==> src/rtl/b14_mem_arbiter.sv <==
// Round-robin arbiter sharing one synchronous RAM port between the b14 core (r0)
// and the loader/debug port (r1); one transaction in flight, programmable read latency.
module b14_mem_arbiter #(
    parameter int unsigned AW     = 20,
    parameter int unsigned DW     = 31,
    parameter int unsigned RD_LAT = 1
) (
    input  logic          clock,
    input  logic          reset,
    input  logic          r0_req,
    input  logic          r0_we,
    input  logic [AW-1:0] r0_addr,
    input  logic [DW-1:0] r0_wdata,
    output logic          r0_ack,
    output logic [DW-1:0] r0_rdata,
    input  logic          r1_req,
    input  logic          r1_we,
    input  logic [AW-1:0] r1_addr,
    input  logic [DW-1:0] r1_wdata,
    output logic          r1_ack,
    output logic [DW-1:0] r1_rdata,
    output logic          mem_en,
    output logic          mem_we,
    output logic [AW-1:0] mem_addr,
    output logic [DW-1:0] mem_wdata,
    input  logic [DW-1:0] mem_rdata,
    output logic          busy
);

    typedef enum logic [1:0] {
        S_IDLE,
        S_ISSUE,
        S_WAIT,
        S_RESP
    } state_t;

    state_t     state;
    logic       grant;
    logic       last;
    logic       lat_we;
    logic [1:0] cnt;
    logic       pick;

    // Contested request goes to the port that did not win last time.
    always_comb begin
        pick = 1'b0;
        if (r0_req && r1_req) begin
            pick = ~last;
        end else if (r1_req) begin
            pick = 1'b1;
        end
    end

    always_ff @(posedge clock) begin
        if (!reset) begin
            state     <= S_IDLE;
            grant     <= 1'b0;
            last      <= 1'b1;
            lat_we    <= 1'b0;
            cnt       <= '0;
            mem_en    <= 1'b0;
            mem_we    <= 1'b0;
            mem_addr  <= '0;
            mem_wdata <= '0;
            r0_ack    <= 1'b0;
            r1_ack    <= 1'b0;
            r0_rdata  <= '0;
            r1_rdata  <= '0;
            busy      <= 1'b0;
        end else begin
            mem_en <= 1'b0;
            mem_we <= 1'b0;
            r0_ack <= 1'b0;
            r1_ack <= 1'b0;
            case (state)
                S_IDLE: begin
                    if (r0_req || r1_req) begin
                        grant     <= pick;
                        last      <= pick;
                        lat_we    <= pick ? r1_we : r0_we;
                        mem_en    <= 1'b1;
                        mem_we    <= pick ? r1_we : r0_we;
                        mem_addr  <= pick ? r1_addr : r0_addr;
                        mem_wdata <= pick ? r1_wdata : r0_wdata;
                        busy      <= 1'b1;
                        state     <= S_ISSUE;
                    end
                end
                S_ISSUE: begin
                    if (lat_we) begin
                        r0_ack <= ~grant;
                        r1_ack <= grant;
                        state  <= S_RESP;
                    end else begin
                        cnt   <= 2'(RD_LAT - 1);
                        state <= S_WAIT;
                    end
                end
                S_WAIT: begin
                    // Capture lands in the last wait cycle so rdata is valid alongside ack.
                    if (cnt == 2'd0) begin
                        if (grant) begin
                            r1_rdata <= mem_rdata;
                            r1_ack   <= 1'b1;
                        end else begin
                            r0_rdata <= mem_rdata;
                            r0_ack   <= 1'b1;
                        end
                        state <= S_RESP;
                    end else begin
                        cnt <= cnt - 2'd1;
                    end
                end
                S_RESP: begin
                    busy  <= 1'b0;
                    state <= S_IDLE;
                end
                default: begin
                    busy  <= 1'b0;
                    state <= S_IDLE;
                end
            endcase
        end
    end

endmodule

==> config.mk <==
export PLATFORM = sky130hd
export DESIGN_NAME = b14_mem_arbiter
export DESIGN_NICKNAME = d
export VERILOG_FILES = /design/src/rtl/b14_mem_arbiter.sv
export SDC_FILE = /design/constraint.sdc
export NUM_CORES = 1
export LEC_CHECK = 0
export BUFFER_PORTS_ARGS = -buffer_cell sky130_fd_sc_hd__buf_2
export CORE_MARGIN = 2
export CORE_UTILIZATION = 45
export CTS_BUF_LIST = sky130_fd_sc_hd__clkbuf_4 sky130_fd_sc_hd__clkbuf_8 sky130_fd_sc_hd__clkbuf_16
export DETAILED_ROUTE_END_ITERATION = 10
export GPL_ROUTABILITY_DRIVEN = 0
export PLACE_DENSITY = 0.79
export SYNTH_ARGS = -nofsm -noshare
export SYNTH_HDL_FRONTEND = slang
export SYNTH_SLANG_ARGS = --single-unit
==> constraint.sdc <==
create_clock -name clock -period 2.1 [get_ports clock]
set_clock_uncertainty 0.05 [all_clocks]
set_input_delay 0.105 -clock clock [delete_from_list [all_inputs] [get_ports clock]]
set_output_delay 0.105 -clock clock [all_outputs]
set_load 0.02 [all_outputs]
==> results.toml <==
[synth]
synth.distinct_cells = 34
async_flop_share_pct = 0
post_synth_main_area_contributors = "dfxtp_1 50%, nand2_1 13%, a21oi_1 10%"
synth_top_cells_by_count = "181 x nand2_1, 125 x dfxtp_1, 105 x a21oi_1"
synth_edf_count = 0
yosysMostFrequentCell = "nand2_1"
ys_seq_elements = 125
synth_seq_area_share_pct = 49.7
synth_warnings = 0
syn_inst = 619
syn_avg_cell_area_um2 = 8.13
synth_area_um2 = 5030
synth_nets = 764
synth_top_area_share_pct = 49.7
synth_ff_type = "dfxtp_1"
synth_top_area_cell = "dfxtp_1"

[layout]
fillers = 677
drive_above_1_share_pct = 30.6
multi_input_area_um2 = 2300
finalNonFillerCells = 1145
finalNetCount = 1139
area_delta_synth_final_pct = 66.5
regArea_um2 = 2500

[floorplanning]
die-area_um2 = 12100
die_h_um = 110
rows = 38
core_area_um2 = 10900
die_x_um = 110
num_io_pins = 257
initial_utilization_pct = 46.2

[worst_setup_path]
required_ns = 2.49
path_class = "register to register"
critPathLaunchType = "register"
path_max_fanout = 11
arrival_ns = 2.35
critPathMaxStageDelay_ns = 0.57
worstSetupEndpointType = "register"
crit_path_top_delay_cell = "dlygate4sd3_1"
path_cells = "inv_1 > ha_4 > o21a_4 > o21ai_0 > a21oi_1 > dlygate4sd3_1"

[flow_run]
maxCapViolations = 0

[power_and_ir_drop]
peakVddDrop_mv = 0.900
power.leakage_nw = 3.86
p_per_area_nw_per_um2 = 1150

[global_routing]
antenna_found_initial = 1
grt_first_pass_wirelength_um = 29800
grt.overflow.total = 0
first_global_vias = 6259
groute.usage.overall_pct = 32.1
grt_max_degree = 66

[sta]
max_slew_margin_pct = 62.8
tns_ns = 0
rsz0062_at_grt = "false"
slew_violations = 0
fmaxAchievable_mhz = 511
hold_viol_final = 0
tightestPinTransition_ns = 0.556
fin_crit_sh_pct = 93.2
min_period_ns = 1.96
holdWs_ns = 0.0721
setup_viol = 0

[routing]
drt-wirelength-per-cell_um = 17.5
drt_iter0_drc = 566
drt-total-wl_um = 20100
drcViolationCount = 0
vias = 6338
drt.antenna.violating_nets = 0
drt-pass1-iter-count = 8
viasPerCell = 5.54

[clock_network]
h-tree-depth = 4
path_clk_slew_ns = 0.06
root_buffer = "clkbuf_8"
clockBufferDepth = 2
tritoncts = "built"
cts_buffers = 17
clock_latency_ns = 0.50
cts.sinks = 125

[outcome]
status = "finished, final reports clean"

[worst_hold_path]
min_path_type = "input pin to register"

[placement]
dpl.cell_count = 978
place.port_buffers = 256
dp_hpwl_um = 9840
==> through the flow <==
step,power (mW),area (µm²),setup slack (ns),utilization (%)
after global placement,6.25,6440,0.415,59.1
after CTS,9.32,8360,0.0746,76.8
after detailed placement,6.30,6440,0.345,59.1
after global routing,10.1,8380,0.0297,77.0
after floorplan,5.20,5030,0.530,-
final,9.63,8380,0.142,77.0
==> worst max-delay path, delay by kind of cell (launching register included) <==
family,cells,cell delay [ns]
adder cells (fa/ha/maj),1,0.23
AO/OA/AOI/OAI,3,0.53
buffers and inverters,2,0.73
flip-flops,1,0.35
==> state kept, by name, indices dropped and copies added (netlist names) <==
signal	cells
mem_en	1
mem_we	1
busy	1
r0_ack	1
mem_wdata	31
r1_ack	1
r0_rdata	31
last	1
state	2
grant	1
cnt	2
r1_rdata	31
lat_we	1
mem_addr	20
==> layout make-up <==
class,count,area share [%]
Inverter,5,0.224
Clock buffer,22,5.61
Timing Repair Buffer,405,33.7
Antenna cell,1,0.0298
Sequential cell,125,29.8
Clock inverter,7,1.07
Multi-Input combinational cell,440,27.4
Tap cell,140,2.09
==> power by group <==
part / internal (mW) / switching, mW
Sequential: 2.90 / 0.324
Clock: 1.78 / 1.02
Combinational: 1.34 / 2.27
Total: 6.02 / 3.61
==> layer usage <==
metal	wire (µm)	up-vias	global-route usage, %	part of all wire (%)
met4	1120	0	20.1	5.6
met3	2040	126	10.7	10
li1	-	2836	-	-
met1	6980	2908	33.2	35
met2	9910	468	55.6	49
met5	0	-	0	0
==> logic make-up after synthesis <==
group,Yosys count,synth area share [%]
buf+inv,55,5.24
fa+ha+maj,6,1.49
simple gates,195,15.3
mux,3,0.596
flops,125,49.7
compound gates,235,27.7
==> worst paths after layout <==
check                   start           end  depth (start not counted)  slack, ns
setup reg to reg     state[0]   mem_addr[8]                          6       0.14
hold reg to reg   r0_rdata[9]   r0_rdata[9]                          2       0.40
hold / removal          reset  r1_rdata[15]                          2       0.07
setup / recovery     state[0]   mem_addr[8]                          6       0.14
==> layout by cell type (no fill, tap or decap), types with 3 or more instances in the layout <==
master         count
a21boi_0          53
a21boi_1          10
a21oi_1          105
buf_12             7
buf_2            256
buf_4              6
clkbuf_16         16
clkbuf_8           4
clkinv_2           3
dfxtp_1          125
dlygate4sd3_1    136
ha_1               5
inv_1              5
mux2i_1            3
nand2_1          181
o21ai_0           46
o21ai_1            8
==> what timing repair did <==
item                                    in CTS  in global routing
gates resized for setup                      0                  3
hold endpoints to repair                   116                  0
buffers inserted                             0                  0
hold buffers                               136                  0
endpoints found under the setup margin       0                  3
No activity file was read; power rests on OpenSTA's default activity.
